`src/rtl/mem_stage.sv`:
```
// Memory pipeline stage: pass-through in 1 cycle, load/store over a req/ack bus, then one WB pulse.
// Optional MEM_TIMEOUT_EN aborts a bus wait after TIMEOUT cycles and flags bus_err.
module mem_stage #(
  parameter int DW      = 32,
  parameter int RW      = 4,
  parameter int TIMEOUT = 16
) (
  input  logic          clk,
  input  logic          reset,
  input  logic          in_valid,
  output logic          in_ready,
  input  logic [1:0]    in_op,
  input  logic [DW-1:0] in_addr,
  input  logic [DW-1:0] in_wdata,
  input  logic [RW-1:0] in_rd,
  input  logic          in_rd_we,
  input  logic [DW-1:0] in_rd_val,
  output logic          bus_req,
  output logic          bus_we,
  output logic [DW-1:0] bus_addr,
  output logic [DW-1:0] bus_wdata,
  input  logic          bus_ack,
  input  logic [DW-1:0] bus_rdata,
  output logic          wb_valid,
  output logic          wb_we,
  output logic [RW-1:0] wb_rd,
  output logic [DW-1:0] wb_data,
  output logic          bus_err
);

  typedef enum logic [1:0] {IDLE, BUS, WB} state_t;

  localparam logic [1:0] OP_LOAD  = 2'd1;
  localparam logic [1:0] OP_STORE = 2'd2;

  state_t        state_q, state_d;
  logic [1:0]    op_q, op_d;
  logic [RW-1:0] rd_q, rd_d;
  logic          rd_we_q, rd_we_d;
  logic          bus_req_q, bus_req_d;
  logic          bus_we_q, bus_we_d;
  logic [DW-1:0] bus_addr_q, bus_addr_d;
  logic [DW-1:0] bus_wdata_q, bus_wdata_d;
  logic          wb_valid_q, wb_valid_d;
  logic          wb_we_q, wb_we_d;
  logic [RW-1:0] wb_rd_q, wb_rd_d;
  logic [DW-1:0] wb_data_q, wb_data_d;
  logic          accept;
  logic          is_mem;

`ifdef MEM_TIMEOUT_EN
  localparam int CW = $clog2(TIMEOUT + 1);
  logic [CW-1:0] wait_q, wait_d;
  logic          err_q, err_d;
`endif

  assign in_ready = (state_q == IDLE);
  assign accept   = in_valid & in_ready;
  assign is_mem   = (in_op == OP_LOAD) || (in_op == OP_STORE);

  always_comb begin
    state_d     = state_q;
    op_d        = op_q;
    rd_d        = rd_q;
    rd_we_d     = rd_we_q;
    bus_req_d   = bus_req_q;
    bus_we_d    = bus_we_q;
    bus_addr_d  = bus_addr_q;
    bus_wdata_d = bus_wdata_q;
    wb_valid_d  = 1'b0;
    wb_we_d     = 1'b0;
    wb_rd_d     = wb_rd_q;
    wb_data_d   = wb_data_q;
`ifdef MEM_TIMEOUT_EN
    wait_d      = wait_q;
    err_d       = 1'b0;
`endif
    case (state_q)
      IDLE: begin
        if (accept) begin
          op_d    = in_op;
          rd_d    = in_rd;
          rd_we_d = in_rd_we;
          if (is_mem) begin
            state_d     = BUS;
            bus_req_d   = 1'b1;
            bus_we_d    = (in_op == OP_STORE);
            bus_addr_d  = in_addr;
            bus_wdata_d = (in_op == OP_STORE) ? in_wdata : '0;
`ifdef MEM_TIMEOUT_EN
            wait_d      = '0;
`endif
          end else begin
            wb_valid_d = 1'b1;
            wb_we_d    = in_rd_we;
            wb_rd_d    = in_rd;
            wb_data_d  = in_rd_val;
          end
        end
      end
      BUS: begin
        // An ack on the final allowed wait cycle takes priority over the abort.
        if (bus_ack) begin
          state_d    = WB;
          bus_req_d  = 1'b0;
          wb_valid_d = 1'b1;
          wb_rd_d    = rd_q;
          if (op_q == OP_LOAD) begin
            wb_we_d   = rd_we_q;
            wb_data_d = bus_rdata;
          end else begin
            wb_we_d   = 1'b0;
            wb_data_d = '0;
          end
        end
`ifdef MEM_TIMEOUT_EN
        else if (wait_q == CW'(TIMEOUT - 1)) begin
          state_d    = WB;
          bus_req_d  = 1'b0;
          wb_valid_d = 1'b1;
          wb_rd_d    = rd_q;
          wb_we_d    = 1'b0;
          wb_data_d  = DW'(32'hDEAD_BEEF);
          err_d      = 1'b1;
        end else begin
          wait_d = wait_q + 1'b1;
        end
`endif
      end
      WB: state_d = IDLE;
      default: state_d = IDLE;
    endcase
  end

  always_ff @(posedge clk) begin
    if (reset) begin
      state_q     <= IDLE;
      op_q        <= '0;
      rd_q        <= '0;
      rd_we_q     <= 1'b0;
      bus_req_q   <= 1'b0;
      bus_we_q    <= 1'b0;
      bus_addr_q  <= '0;
      bus_wdata_q <= '0;
      wb_valid_q  <= 1'b0;
      wb_we_q     <= 1'b0;
      wb_rd_q     <= '0;
      wb_data_q   <= '0;
`ifdef MEM_TIMEOUT_EN
      wait_q      <= '0;
      err_q       <= 1'b0;
`endif
    end else begin
      state_q     <= state_d;
      op_q        <= op_d;
      rd_q        <= rd_d;
      rd_we_q     <= rd_we_d;
      bus_req_q   <= bus_req_d;
      bus_we_q    <= bus_we_d;
      bus_addr_q  <= bus_addr_d;
      bus_wdata_q <= bus_wdata_d;
      wb_valid_q  <= wb_valid_d;
      wb_we_q     <= wb_we_d;
      wb_rd_q     <= wb_rd_d;
      wb_data_q   <= wb_data_d;
`ifdef MEM_TIMEOUT_EN
      wait_q      <= wait_d;
      err_q       <= err_d;
`endif
    end
  end

  assign bus_req   = bus_req_q;
  assign bus_we    = bus_we_q;
  assign bus_addr  = bus_addr_q;
  assign bus_wdata = bus_wdata_q;
  assign wb_valid  = wb_valid_q;
  assign wb_we     = wb_we_q;
  assign wb_rd     = wb_rd_q;
  assign wb_data   = wb_data_q;
`ifdef MEM_TIMEOUT_EN
  assign bus_err   = err_q;
`else
  assign bus_err   = 1'b0;
`endif

endmodule

```
`config.mk`:
```
export PLATFORM = sky130hd
export DESIGN_NAME = mem_stage
export DESIGN_NICKNAME = d
export VERILOG_FILES = /design/src/rtl/mem_stage.sv
export SDC_FILE = /design/constraint.sdc
export NUM_CORES = 1
export LEC_CHECK = 0
export CAP_MARGIN = 0
export CORE_AREA = 2 2 84 167
export CTS_CLUSTER_SIZE = 24
export DETAILED_ROUTE_END_ITERATION = 8
export DIE_AREA = 0 0 86 169
export GPL_TIMING_DRIVEN = 0
export PLACE_DENSITY = 0.76
export SLEW_MARGIN = 20
export SYNTH_ARGS = -nofsm -noshare
export SYNTH_HDL_FRONTEND = slang
export SYNTH_SLANG_ARGS = --single-unit
```
`constraint.sdc`:
```
create_clock -name clk -period 1.6 [get_ports clk]
set_clock_uncertainty 0.05 [all_clocks]
set_input_delay 0.24 -clock clk [delete_from_list [all_inputs] [get_ports clk]]
set_output_delay 0.24 -clock clk [all_outputs]
set_load 0.005 [all_outputs]
```
-- Word level (Yosys, flattened, before mapping)
Index checks and enable logic that the tools add are counted.
- register bits after elaboration: 113
- latch bits: 0
- memory bits (writable): 0
- ROM bits: 0
- bits of input ports: 139
- output and inout port bits: 106
- logic and storage cells: 56
- memories: 0
- $add $sub $neg: 0
- multiply operators: 0
- div/mod/pow operators: 0
- magnitude comparators: 0
- eq/ne operators: 8
- shift-type cells: 0
- mux-type cells: 27
- bitwise gates (word level): 1
- reductions and logical operators: 8
- operators with widths (kind ; count):
    $mux 32 ; 5
    $pmux 32 s2 ; 1
    $mux 4 ; 3
    $mux 1 ; 10
    $pmux 4 s2 ; 1
    $reduce_and 4->1 ; 2
    $eq 2x1->1 const B ; 3
    $mux 2 ; 3
    $pmux 1 s2 ; 3
    $reduce_and 3->1 ; 2
    $ne 2x1->1 const B ; 2
    $ne 2x2->1 const B ; 2
    $pmux 2 s2 ; 1
    $eq 2x2->1 const B ; 1
    $logic_not 2->1 ; 1
    $reduce_and 2->1 ; 1
    $reduce_bool 2->1 ; 1
    $and 1x1->1 ; 1
    $logic_or 1x1->1 ; 1

-- Longest topological paths before layout
Gate-level depths: netlist of the first run.
- depth in word-level cells: 5
- mapped depth: 8
- gate-level depth less buffers: 5

-- Worst setup path before layout of the first run
No wires, ideal clock.
- path kind: input-to-reg
- from: input port in_op[0]
- to: register wb_data_q[10] (netlist: wb_data[10])
- library setup time: 0.081 ns
- arrival: 1.568 ns
- data required time: 1.469 ns
- setup slack: -0.099 ns
- stages on the path: 8
- buffers on the path: 3
- cell sequence: inv_1 -> ha_1 -> nor4bb_1 -> buf_4 -> or2_1 -> buf_4 -> buf_6 -> a211oi_2
- cells in the longest elaborated chain, start to end: 4
- elaborated cells between the ends (all ways): 5
- classes of those cells: eq/ne: 3; reduce/logical: 2
- ends and longest elaborated chain (element ; line ; text):
    start: declaration ; 12 ; input logic [1:0] in_op,
    $eq 2x1->1 or $eq 2x2->1 (tied branches) ; 59 ; assign is_mem = (in_op == OP_LOAD) || (in_op == OP_STORE);
    $logic_or 1x1->1 (*) ; 59 ;
    $ne 2x2->1 (no source line) (*) ; - ;
    $reduce_and 4->1 (no source line) (*) ; - ;
    end signal: assignment ; 165 ; wb_data_q <= wb_data_d;
    end: declaration ; 47 ; logic [DW-1:0] wb_data_q, wb_data_d;
Every way passes the cells marked *; elsewhere a longest branch is shown, timed or not.
A chain may end at the register's enable or synchronous reset.

-- Final worst setup path of the first run
- from: register state_q[1]
- to: register bus_wdata_q[24] (netlist: bus_wdata[24])
- cells in the longest elaborated chain, start to end: 3
- ends and longest elaborated chain (element ; line ; text):
    start: declaration ; 36 ; state_t state_q, state_d;
    start signal: assignment ; 154 ; state_q <= state_d;
    $logic_not 2->1 (*) ; 57, 78 ;
    $and 1x1->1 ; 58 ; assign accept = in_valid & in_ready;
    $reduce_and 3->1 (no source line) (*) ; - ;
    end signal: assignment ; 161 ; bus_wdata_q <= bus_wdata_d;
    end: declaration ; 43 ; logic [DW-1:0] bus_wdata_q, bus_wdata_d;
Marks and branches as above.

==> flow_summary.json, run 1 <==
{
  "worst_slack_ps": -11.1,
  "maxSlewViolCount": 0,
  "yosys.area_share.simple_pct": 18.6,
  "rsz0062_at_grt": "yes",
  "pre_cts_slack_ps": -773,
  "avgSynthCellArea_um2": 8.97,
  "netlist.area_leader.share_pct": 49.7,
  "finalHoldViolCount": 0,
  "worstSkewPairLatency_ps": 410,
  "path_depth": 6,
  "synth_largest_area_cell": "dfxtp_1",
  "hold_path.class": "in2reg",
  "synth.area.top_cells": "dfxtp_1, a211oi_2, nand2_1",
  "tightest_slew_ps": 699,
  "clock_path_buffers": 2,
  "dpl.hpwl_mm": 11.0,
  "area_delta_synth_final_pct": 85.0,
  "crit_start": "state_q[1]",
  "cap_viol_max_count": 0,
  "crit_top_cell": "buf_6",
  "pin_count": 245,
  "via_count": 4819,
  "gp_congestion": 0.766,
  "violations": "setup timing",
  "required_ps": 1820,
  "cp-start-kind": "flop",
  "grt_pass1_vias": 4798,
  "port-buffer-count": 242,
  "die_h_um": 169,
  "fin_crit_sh_pct": 101,
  "vias_per_cell": 5.05,
  "tritoncts": "built",
  "drive_gt1_share_pct": 20.5,
  "synth_mux_area_share_pct": 2.42,
  "antenna_cells": 0,
  "power_density_nw_per_um2": 1090,
  "tns_ps": -34.2,
  "grt_pass1_wl_mm": 23.9,
  "cp_top_family": "simple AND/OR/NAND/NOR gates",
  "p_int_uw": 7080,
  "rows": 60,
  "core_um2": 13300,
  "ant_nets": 0,
  "power.share.sequential_pct": 33.8,
  "die-area_um2": 14500,
  "synth_cells": 508,
  "max_slew_margin_pct": 53.4,
  "wl_mm": 15.8,
  "cts_root_buffer": "clkbuf_16",
  "max_freq_ghz": 0.621,
  "min_from": "in_op[0]",
  "rr_startpoint": "state_q[1]",
  "fin_nets": 927,
  "synth_top_family_by_area": "compound AO/OA/AOI/OAI gates",
  "critPathBufInv": 3,
  "yosysMostFrequentCell": "dfxtp_1",
  "grt_max_degree": 17,
  "clock_sinks": 113,
  "synthArstFlopShare_pct": 0,
  "status": "complete, but fails checks",
  "crit_path_max_fanout": 10,
  "start_util_pct": 34.3,
  "synth_cell_types": 27,
  "die_w_um": 86,
  "seq_area_frac_synth_pct": 49.7,
  "place_area_um2": 7190,
  "worstPathArrival_ps": 1830,
  "slowest_delay_ps": 510,
  "min_period_ps": 1610,
  "holdPathStages": 3,
  "drt-pass1-iter-count": 4,
  "clk_pin_slew_worst_paths_ps": 50,
  "synth_edf_count": 0,
  "gr-usage-all-layers_pct": 21.0,
  "p_sw_uw": 2120,
  "whs_ps": 49.0,
  "worstSetupPathType": "reg2reg",
  "yosys_register_bits": 113,
  "ys.flop_type": "dfxtp_1",
  "p_leak_uw": 0.00326,
  "syn-num-nets": 648,
  "drt-initial-drc-count": 136,
  "antenna_found_initial": 0,
  "power_frac_comb_pct": 18.4,
  "p_sw_share_pct": 23.0,
  "numCtsBuffers": 17,
  "setup_viol": 9,
  "reg2reg_depth": 6,
  "synth_commonest_cells": "dfxtp_1, nand2_1, a21oi_1",
  "cts_max_level": 4,
  "ir_drop_uv": 975,
  "p_clk_share_pct": 47.8,
  "yosys_warnings": 0,
  "fill_cells": 1092,
  "synth-adder-area-share_pct": 0.275,
  "wire_per_inst_um": 16.5,
  "cp_cell_sequence": "buf_6 -> or4b_4 -> buf_12 -> buf_6 -> nand2_1 -> a21oi_1",
  "synth_xor_area_share_pct": 0,
  "drcViolationCount": 0,
  "post-route-util_pct": 63.4,
  "overflow": 0,
  "critPathCaptureType": "flop",
  "syn_area_um2": 4560,
  "cp_slowest_cell": "or4b_4",
  "design_area_um2": 8430,
  "synth_compound_area_share_pct": 22.4
}
cell type report:
type	instances	area, um2	share of cell area [%]
inverter	2	7.51	0.0891
clock inverter	10	203	2.40
clock buffer	22	484	5.75
tap	155	194	2.30
sequential	113	2270	26.9
buffer	53	458	5.43
timing repair buffer	261	2630	31.1
multi-input combinational	339	2190	26.0
kinds of logic after synthesis:
logic type | count (synthesis)
and+or+nand+nor | 188
AOI/OAI and AO/OA | 138
DFF | 113
buffers and inverters | 56
muxes | 11
adders and majority gates | 1
other | 1
power groups by stage:
stage / logic, uW / registers, uW / clock network [uW]
floorplan: 662 / 3170 / 0
global placement: 1520 / 3150 / 0
detailed placement: 1530 / 3160 / 0
CTS: 1610 / 3110 / 4430
global route: 1830 / 3130 / 4560
finish: 1690 / 3110 / 4400
flip-flops by register name, summed over array words and instances (netlist names), 2 cells and up:
| register | cells |
|---|---|
| wb_data | 32 |
| bus_wdata | 32 |
| rd_q | 4 |
| bus_addr | 32 |
| state_q | 2 |
| wb_rd | 4 |
| op_q | 2 |
path summary, 6_finish.rpt:
check                                     end  slack [ps]
worst max-delay path            bus_wdata[24]         -10
worst min register to register  bus_wdata[15]         400
worst max register to register  bus_wdata[24]         -10
worst min-delay path                  op_q[0]          50
through the flow:
stage,instances,total power [uW]
after floorplan,508,3830
after CTS,946,9150
final,955,9200
after global placement,905,4670
after global routing,955,9510
after detailed placement,905,4700
per-layer routing:
metal / global-route usage, % / wire length (um) / vias up
met5: 0 / 0 / -
met4: 7.73 / 255 / 0
met3: 8.78 / 1720 / 21
met2: 35.8 / 7690 / 213
met1: 22.9 / 6100 / 2220
li1: - / - / 2365
timing repair:
| item | in CTS | in global routing |
|---|---|---|
| pin swaps | 2 | 33 |
| gates resized for setup | 51 | 78 |
| setup buffers | 8 | 7 |
| hold buffers | 0 | 0 |
| setup endpoints to repair | 112 | 113 |
| cloned | 2 | 2 |
worst register-to-register path, cell delays in order, from the launching register on:
cell and delay, ps:
dfxtp_2 330, buf_6 140, or4b_4 510, buf_12 170
buf_6 140, nand2_1 70, a21oi_1 50
placed cells by master, fill, tap and decap left out, drive strengths merged, types with 2 or more instances in the layout:
| cell | netlist | final |
|---|---|---|
| bufinv | 0 | 6 |
| a22oi | 32 | 32 |
| nor3 | 37 | 37 |
| nor2 | 9 | 9 |
| nand2 | 98 | 98 |
| buf | 27 | 45 |
| clkbuf | 27 | 50 |
| dlygate4sd2 | 0 | 5 |
| dfxtp | 113 | 113 |
| mux2i | 11 | 11 |
| nor4bb | 2 | 2 |
| clkdlybuf4s50 | 0 | 222 |
| dlymetal6s2s | 0 | 13 |
| nand3 | 34 | 34 |
| a21oi | 66 | 66 |
| clkinv | 0 | 3 |
| nor3b | 3 | 3 |
| a211oi | 37 | 37 |
| inv | 2 | 2 |
No activity file was read; power rests on OpenSTA's default activity.
==> run 2: changes to the inputs <==
--- a/config.mk
+++ b/config.mk
@@ -12,6 +12,7 @@
 export DIE_AREA = 0 0 86 169
 export GPL_TIMING_DRIVEN = 0
 export PLACE_DENSITY = 0.76
+export RECOVER_POWER = 100
 export SLEW_MARGIN = 20
 export SYNTH_ARGS = -nofsm -noshare
 export SYNTH_HDL_FRONTEND = slang
==> results of run 2 <==
Final layout, timing and power as in run 1 (identical DEF).
